==> src/rtl/stream_mux_arb_pkg.sv <==
// Shared definitions for the stream_mux_arb slice: arbitration mode
// encodings and the channel-index width helper.
package stream_mux_arb_pkg;

  localparam int MODE_RR   = 0;
  localparam int MODE_PRIO = 1;
  localparam int MODE_SEL  = 2;

  // A single channel still needs a one-bit index.
  function automatic int sel_width(input int n);
    return (n > 1) ? $clog2(n) : 1;
  endfunction

endpackage

==> src/rtl/stream_mux_arb_rr_arbiter.sv <==
// Combinational rotating-priority arbiter: the first requester at or after
// ptr wins, wrapping N-1 -> 0. Tying ptr to zero gives fixed priority.
module rr_arbiter #(
  parameter int N    = 4,
  parameter int SELW = 2
) (
  input  logic [N-1:0]    req,
  input  logic [SELW-1:0] ptr,
  output logic [SELW-1:0] gnt_idx,
  output logic            gnt_valid
);

  int w_idx;

  // Scan from the farthest offset down so the nearest requester wins last.
  always_comb begin
    gnt_idx   = '0;
    gnt_valid = 1'b0;
    w_idx     = 0;
    for (int k = N - 1; k >= 0; k--) begin
      w_idx = int'(ptr) + k;
      if (w_idx >= N) w_idx = w_idx - N;
      if (req[w_idx]) begin
        gnt_idx   = SELW'(w_idx);
        gnt_valid = 1'b1;
      end
    end
  end

endmodule

==> src/rtl/stream_mux_arb.sv <==
// N-channel streaming multiplexer with valid/ready handshakes, a registered
// output stage and packet-locked grants (round-robin, priority or select).
module stream_mux_arb
  import stream_mux_arb_pkg::*;
#(
  parameter  int WIDTH = 8,
  parameter  int N     = 4,
  parameter  int MODE  = 0,
  localparam int SELW  = sel_width(N)
) (
  input  logic                 clk,
  input  logic                 rst_n,
  input  logic [N*WIDTH-1:0]   in_data,
  input  logic [N-1:0]         in_valid,
  input  logic [N-1:0]         in_last,
  output logic [N-1:0]         in_ready,
  input  logic [SELW-1:0]      sel,
  output logic [WIDTH-1:0]     out_data,
  output logic                 out_last,
  output logic [SELW-1:0]      out_ch,
  output logic                 out_valid,
  input  logic                 out_ready
);

  // Handshake: a beat moves on any rising edge where valid and ready are
  // both high; valid never waits on ready, and a producer holds its beat
  // stable until accepted. in_ready is combinational from out_ready.

  logic [WIDTH-1:0] r_out_data;
  logic             r_out_last;
  logic [SELW-1:0]  r_out_ch;
  logic             r_out_valid;
  logic             r_lock;
  logic [SELW-1:0]  r_lock_ch;
  logic [SELW-1:0]  r_rr_ptr;

  logic             w_load_en;
  logic [SELW-1:0]  w_arb_ptr;
  logic [SELW-1:0]  w_arb_idx;
  logic             w_arb_valid;
  logic [SELW-1:0]  w_g;
  logic             w_gv;
  logic             w_xfer;
  logic [WIDTH-1:0] w_data;
  logic             w_last;

  assign w_load_en = !r_out_valid | out_ready;
  assign w_arb_ptr = (MODE == MODE_PRIO) ? '0 : r_rr_ptr;

  rr_arbiter #(
    .N    (N),
    .SELW (SELW)
  ) u_arb (
    .req       (in_valid),
    .ptr       (w_arb_ptr),
    .gnt_idx   (w_arb_idx),
    .gnt_valid (w_arb_valid)
  );

  // A locked packet owns the output; sel and other requesters are ignored.
  always_comb begin
    w_g  = '0;
    w_gv = 1'b0;
    if (r_lock) begin
      w_g  = r_lock_ch;
      w_gv = in_valid[r_lock_ch];
    end else if (MODE == MODE_SEL) begin
      w_g  = sel;
      w_gv = (int'(sel) < N) ? in_valid[sel] : 1'b0;
    end else begin
      w_g  = w_arb_idx;
      w_gv = w_arb_valid;
    end
  end

  assign w_xfer   = w_gv & w_load_en;
  assign w_data   = in_data[int'(w_g)*WIDTH +: WIDTH];
  assign w_last   = in_last[w_g];
  assign in_ready = w_xfer ? (N'(1) << w_g) : '0;

  always_ff @(posedge clk or negedge rst_n) begin
    if (!rst_n) begin
      r_out_data  <= '0;
      r_out_last  <= 1'b0;
      r_out_ch    <= '0;
      r_out_valid <= 1'b0;
      r_lock      <= 1'b0;
      r_lock_ch   <= '0;
      r_rr_ptr    <= '0;
    end else if (w_xfer) begin
      r_out_data  <= w_data;
      r_out_last  <= w_last;
      r_out_ch    <= w_g;
      r_out_valid <= 1'b1;
      if (w_last) begin
        r_lock <= 1'b0;
        if (MODE == MODE_RR)
          r_rr_ptr <= (int'(w_g) == N - 1) ? '0 : w_g + SELW'(1);
      end else begin
        r_lock    <= 1'b1;
        r_lock_ch <= w_g;
      end
    end else if (out_ready & r_out_valid) begin
      r_out_valid <= 1'b0;
    end
  end

  assign out_data  = r_out_data;
  assign out_last  = r_out_last;
  assign out_ch    = r_out_ch;
  assign out_valid = r_out_valid;

endmodule
==> config.mk <==
export PLATFORM = sky130hd
export DESIGN_NAME = stream_mux_arb
export DESIGN_NICKNAME = d
export VERILOG_FILES = /design/src/rtl/stream_mux_arb_pkg.sv /design/src/rtl/stream_mux_arb_rr_arbiter.sv /design/src/rtl/stream_mux_arb.sv
export SDC_FILE = /design/constraint.sdc
export NUM_CORES = 1
export LEC_CHECK = 0
export CORE_MARGIN = 4
export CORE_UTILIZATION = 36
export CTS_CLUSTER_SIZE = 16
export DETAILED_ROUTE_END_ITERATION = 8
export GPL_TIMING_DRIVEN = 0
export PLACE_DENSITY_LB_ADDON = 0.08
export SLEW_MARGIN = 20
export SYNTH_ARGS = -nofsm -noshare
export SYNTH_HDL_FRONTEND = slang
export SYNTH_HIERARCHICAL = 1
export SYNTH_SLANG_ARGS = --single-unit
==> constraint.sdc <==
create_clock -name clk -period 2 [get_ports clk]
set_input_delay 0.4 -clock clk [delete_from_list [all_inputs] [get_ports clk]]
set_output_delay 0.4 -clock clk [all_outputs]
set_load 0.05 [all_outputs]
* Yosys cells after proc, flatten, opt, wreduce, memory -nomap -nowiden *
Cells that the tools add are included.

storage, ports and cells
  output and inout port bits = 16
  register bits after elaboration = 17
  logic and storage cells = 71

cells by class
  equal/unequal tests = 1
  reduce and logical (&&, ||, !) cells = 4
  muxes and demuxes = 35
  order comparisons = 10
  bitwise gates (word level) = 4
  $add $sub $neg = 8
  shift operators = 2

operators with widths
  operator                                              number
  < comparator 32 x 4 -> 1 bit, second input constant   4
  2-to-1 mux 32 bit                                     4
  >= comparator 32 x 4 -> 1 bit, second input constant  3
  subtractor 32 x 4 -> 32 bit, second input constant    3
  indexed part select 32 x 6 -> 8 bit                   1
  2-to-1 mux 1 bit                                      18
  binary-select mux 1 bit (select 2 bit)                6
  2-to-1 mux 2 bit                                      6
  adder 2 x 2 -> 3 bit, second input constant           2
  < comparator 2 x 3 -> 1 bit, second input constant    2
  2-to-1 mux 4 bit                                      1
  AND reduction 2 bit                                   2
  left shift 1 x 2 -> 4 bit, first input constant       1
  subtractor 2 x 3 -> 4 bit, second input constant      1
  adder 2 x 1 -> 3 bit, second input constant           1
  >= comparator 2 x 3 -> 1 bit, second input constant   1
  adder 2 x 1 -> 2 bit, second input constant           1
  AND 1 bit                                             2
  equality test 2 x 1 -> 1 bit, second input constant   1
  nonzero test 2 bit                                    1
  zero test 1 bit                                       1
  NOT 1 bit                                             1
  OR 1 bit                                              1

* Logic depth before layout (Yosys ltp) *
Gate-level depths: netlist of the first run.

  word-level depth = 15
  gate-level depth with buffers = 9
  mapped depth without buffers = 8

* Cells and area by module *
The synthesis of the first run kept the hierarchy.

modules (own cells, without submodules)
  module          area each (um2)  cells each  sequential area each (um2)  instances
  stream_mux_arb  1,143.6          94          425.4                       1
  rr_arbiter      77.6             13          0.0                         1

* Worst setup path before layout of the first run *
No wires, ideal clock.

  path type = in2out
  start = in in_valid[3]
  end = out in_ready[0]
  setup slack = -0.304 ns
  arrival time = 1.904 ns
  required time = 1.600 ns
  cell stages on the path = 7
  path buffers = 1
  path through = nand2b_1 -> a211oi_1 -> nor2_1 -> mux2i_1 -> buf_2 -> ha_1 -> and3_1

on the way
  cells in the longest elaborated chain, start to end = 10
  elaborated cells on any way between the ends = 27
  those cells by class = 1 x shift; 25 x mux; 1 x bitwise

RTL lines
  item                                                 line                             RTL
  start, declared                                      stream_mux_arb.sv:14             input logic [N-1:0] in_valid,
  binary-select mux 1 bit (select 2 bit)               stream_mux_arb_rr_arbiter.sv:23  if (req[w_idx]) begin
  2-to-1 mux 1 bit (not written as such) (2 in a row)  stream_mux_arb_rr_arbiter.sv:23
  2-to-1 mux 2 bit (3 in a row)                        stream_mux_arb_rr_arbiter.sv:23
  2-to-1 mux 2 bit (*)                                 stream_mux_arb_rr_arbiter.sv:23
  net w_arb_idx[1]                                     stream_mux_arb.sv:39             logic [SELW-1:0] w_arb_idx;
  2-to-1 mux 2 bit (*)                                 stream_mux_arb.sv:64             if (r_lock) begin
  left shift 1 x 2 -> 4 bit (*)                        stream_mux_arb.sv:79             assign in_ready = w_xfer ? (N'(1) << w_g) : '0;
  2-to-1 mux 4 bit (*)                                 stream_mux_arb.sv:79
  end, declared                                        stream_mux_arb.sv:16             output logic [N-1:0] in_ready,

Mark *: on every way through the listed nets, which the timed path passes. The rest lies on a longest branch. The select of a mux whose other input is x is not followed.

* Final worst setup path of the first run *
  start = reg r_rr_ptr[0]
  end = out in_ready[3]

on the way
  cells in the longest elaborated chain, start to end = 13
  elaborated cells on any way between the ends = 40
  those cells by class = 7 x add/sub; 4 x order compare; 1 x shift; 27 x mux; 1 x bitwise

RTL lines
  item                                                                          line                             RTL
  start, declared                                                               stream_mux_arb.sv:35             logic [SELW-1:0] r_rr_ptr;
  start signal, assigned                                                        stream_mux_arb.sv:98             r_rr_ptr <= (int'(w_g) == N - 1) ? '0 : w_g + SELW'(1);
  adder 2 x 2 -> 3 bit                                                          stream_mux_arb_rr_arbiter.sv:21  w_idx = int'(ptr) + k;
  subtractor 32 x 4 -> 32 bit or >= comparator 32 x 4 -> 1 bit (tied branches)  stream_mux_arb_rr_arbiter.sv:22  if (w_idx >= N) w_idx = w_idx - N;
  2-to-1 mux 32 bit                                                             stream_mux_arb_rr_arbiter.sv:22
  binary-select mux 1 bit (select 2 bit)                                        stream_mux_arb_rr_arbiter.sv:23
  2-to-1 mux 1 bit (not written as such) (2 in a row)                           stream_mux_arb_rr_arbiter.sv:23
  2-to-1 mux 2 bit (3 in a row)                                                 stream_mux_arb_rr_arbiter.sv:23
  2-to-1 mux 2 bit (*)                                                          stream_mux_arb_rr_arbiter.sv:23
  net w_arb_idx[0]                                                              stream_mux_arb.sv:39
  2-to-1 mux 2 bit (*)                                                          stream_mux_arb.sv:64
  net w_g[0]                                                                    stream_mux_arb.sv:41             logic [SELW-1:0] w_g;
  left shift 1 x 2 -> 4 bit (*)                                                 stream_mux_arb.sv:79
  2-to-1 mux 4 bit (*)                                                          stream_mux_arb.sv:79

Marked as above.

==> results of run 1 <==
==> worst max-delay path by stage <==
stage | cells after the start | endpoint | slack, ps | startpoint
final | 9 | in_ready[3] | -430 | r_rr_ptr[0]
after global routing | 9 | in_ready[1] | -530 | r_rr_ptr[1]
after CTS | 9 | in_ready[0] | -380 | r_rr_ptr[0]
after detailed placement | 9 | in_ready[0] | -1460 | in_valid[3]
after global placement | 9 | in_ready[0] | -1450 | in_valid[3]
after floorplan | 7 | r_lock_ch[0] | -80 | r_rr_ptr[1]
==> placed cells by master, fill, tap and decap left out, types with 2 or more instances in the layout <==
cell type,netlist,layout
buf_4,1,18
buf_6,1,7
nor2_2,1,2
mux2i_1,26,25
mux4_2,2,2
mux2_2,3,2
clkbuf_4,0,3
nand2b_1,3,2
buf_8,0,4
inv_2,1,2
dlygate4sd2_1,0,4
nand2_1,6,6
dfrtp_1,17,16
nor2_1,5,3
ha_4,0,4
mux2_1,10,9
mux2_4,0,2
clkdlybuf4s50_1,0,50
a21oi_1,6,5
mux2i_4,2,3
and3_4,0,4
==> critical path, delay by kind of cell, from the launching register on <==
kind                       cells  cell delay, ps
muxes                          2             430
buffers and inverters          4             490
DFF                            1             430
AOI/OAI and AO/OA              1             110
and+or+nand+nor                1             140
adders and majority gates      1             150
==> logic make-up (layout without fill, tap and decap cells) <==
kind of cell / after synthesis / after routing
DFF: 17 / 17
buffers and inverters: 8 / 91
adders and majority gates: 4 / 4
AOI/OAI and AO/OA: 12 / 12
muxes: 43 / 43
and+or+nand+nor: 23 / 23
==> cell type report <==
type	count	area, um^2
inverters	2	7.51
clock buffers	3	22.5
multi-input cells	82	887
fillers	268	916
clock inverters	1	5.00
flip-flops and latches	17	427
well taps	44	55.1
plain buffers	6	65.1
repair buffers	79	768
==> per-layer routing <==
metal  routed length, um  track usage (%)
met5                   0                0
met4                  17             6.09
met3                 208             2.72
met2                2010             32.1
met1                1460             22.2
==> what timing repair did <==
action / 4_1_cts / 5_1_grt
endpoints found under the setup margin: 18 / 18
buffers inserted: 18 / 4
cloned: 0 / 0
pin swaps: 4 / 2
resized for setup: 56 / 12
==> power by group <==
part | leakage (nW) | internal (W) | total [W] | switching [W]
sequential | 0.198 | 0.000525 | 0.000646 | 0.000121
clock | 0.0177 | 0.0000743 | 0.000185 | 0.000110
combinational | 0.759 | 0.00150 | 0.00306 | 0.00155
total | 0.975 | 0.00210 | 0.00389 | 0.00179
==> through the flow <==
step                      worst slack (ps)  instances  util (%)  cell area, um^2  setup TNS [ps]
final                                 -435        234      71.0             2240           -4870
after global routing                  -533        234      71.0             2240           -6830
after detailed placement             -1460        209      60.2             1900          -14410
after global placement               -1450        209      60.2             1900          -13380
after CTS                             -382        231      68.7             2170           -5110
after floorplan                      -78.0        107         -             1260            -367
==> sequential cells by signal (all words and copies together) (netlist names) <==
name,count
out_data,8
out_ch,2
out_valid,1
r_lock_ch,2
r_lock,1
r_rr_ptr,2
out_last,1
==> flow_summary.toml, run 1 <==
[status]
status = "finished, violations left"
violations = "setup timing"

[synthesis]
yosys.area_share.simple_pct = 10.2
synth_top_cell_by_area = "dfrtp_1"
yosysMostFrequentCell = "mux2i_1"
synth.avg_cell_area_um2 = 11.4
synth_fa_ha_area_share_pct = 4.10
yosys-top-cells-area = "dfrtp_1, mux2i_1, mux2_1"
synth_edf_count = 0
synth_top_area_share_pct = 34.8
synth_compound_area_share_pct = 6.45
yosysWarnings = 6
synthCells = 107
synth_cell_types = 29
async_flop_share_pct = 100
synth_seq_cells = 17
syn_nets = 156
synthMuxAreaShare_pct = 40.7
ys_seq_area_share_pct = 34.8
synth_xor_area_share_pct = 0
synth_top_family_by_area = "multiplexers"
yosys-top-cells-count = "mux2i_1, dfrtp_1, mux2_1"
syn_area_mm2 = 0.00122
ys.flop_type = "dfrtp_1"

[global_routing]
grt_overflow = 0
grt_usage_pct = 18.1
grt_max_degree = 18
grt_pass1_vias = 1291
grt_pass1_wl_um = 6140
antenna_found_initial = 0

[power]
leakage_nw = 0.975
vdd_drop_max_uv = 693
p_per_area_mw_per_mm2 = 1740
report.power.total_w = 0.00389

[clock_tree]
cts_buffer_depth = 2
htreeDepth = 1
clock-root-buffer = "clkbuf_4"
cts.sink_count = 17
hold_buffers = 0
cts_made_buffers = 3
path_clk_slew_ps = 110
cts_tree = "built"
insertion_delay_ps = 290

[timing]
finalCritPeriodShare_pct = 122
worst_slew_pin_slew_ps = 749
hold_viol = 0
finalSetupViolCount = 18
slew_headroom_pct = 49.9
fin_ws_ps = -435
finalMaxSlewViolations = 0
rsz0062_at_grt = "true"
clock_skew_ps = 11.2
hold_ws_ps = 494
fmax_ghz = 0.411
layout_min_cycle_time_ps = 2430

[route]
antenna_left = 0
firstDrtPassIters = 4
avgViaCountPerCell = 4.85
drc = 0
drt-initial-drc-count = 75
wl_per_cell_um = 15.8
wl_um = 3700
vias = 1134

[critical_path]
required_ps = 1600
critPathKind = "flop to output pin"
r2r-end = "r_lock_ch[0]"
critical_path.max_stage_delay_ps = 430
r2r_slack_ps = -420
worstRegToRegCells = 8
cpMaxStageDelayCell = "dfrtp_1"
cp-end-kind = "output pin"
cp_cell_sequence = "buf_6 > mux2i_1 > a211oi_4 > mux2i_4 > inv_2 > buf_12 > ha_4 > and3_4 > buf_8"
rr_startpoint = "r_rr_ptr[1]"
crit_fanout = 4
cp-start-kind = "flop"
arrival_ps = 2030

[floorplanning]
die_w_um = 66.2
io_pins = 61
die-area_mm2 = 0.00439
num_rows = 20
core_area_mm2 = 0.00315
start_util_pct = 38.7
die_y_um = 66.2

[placed_design]
place_hpwl_um = 2500
place.gp.congestion = 0.737
portBuffers = 58

[min_path]
hold_path_depth = 1
min_from = "out_data[6]"
hold_class = "flop to flop"
holdPathEnd = "out_data[6]"

[run]
maxCapViolations = 0

[final_layout]
diodes = 0
drive_above_1_share_pct = 33.7
area_delta_synth_final_pct = 83.2
nNetsFinal = 240
Note: power is estimated with default switching activity, not from simulation.
==> run 2, diff against run 1 <==
CTS_CLUSTER_SIZE = unset   (was 16)
==> results of run 2 <==
No change in the layout: final DEF, timing and power equal those of run 1.
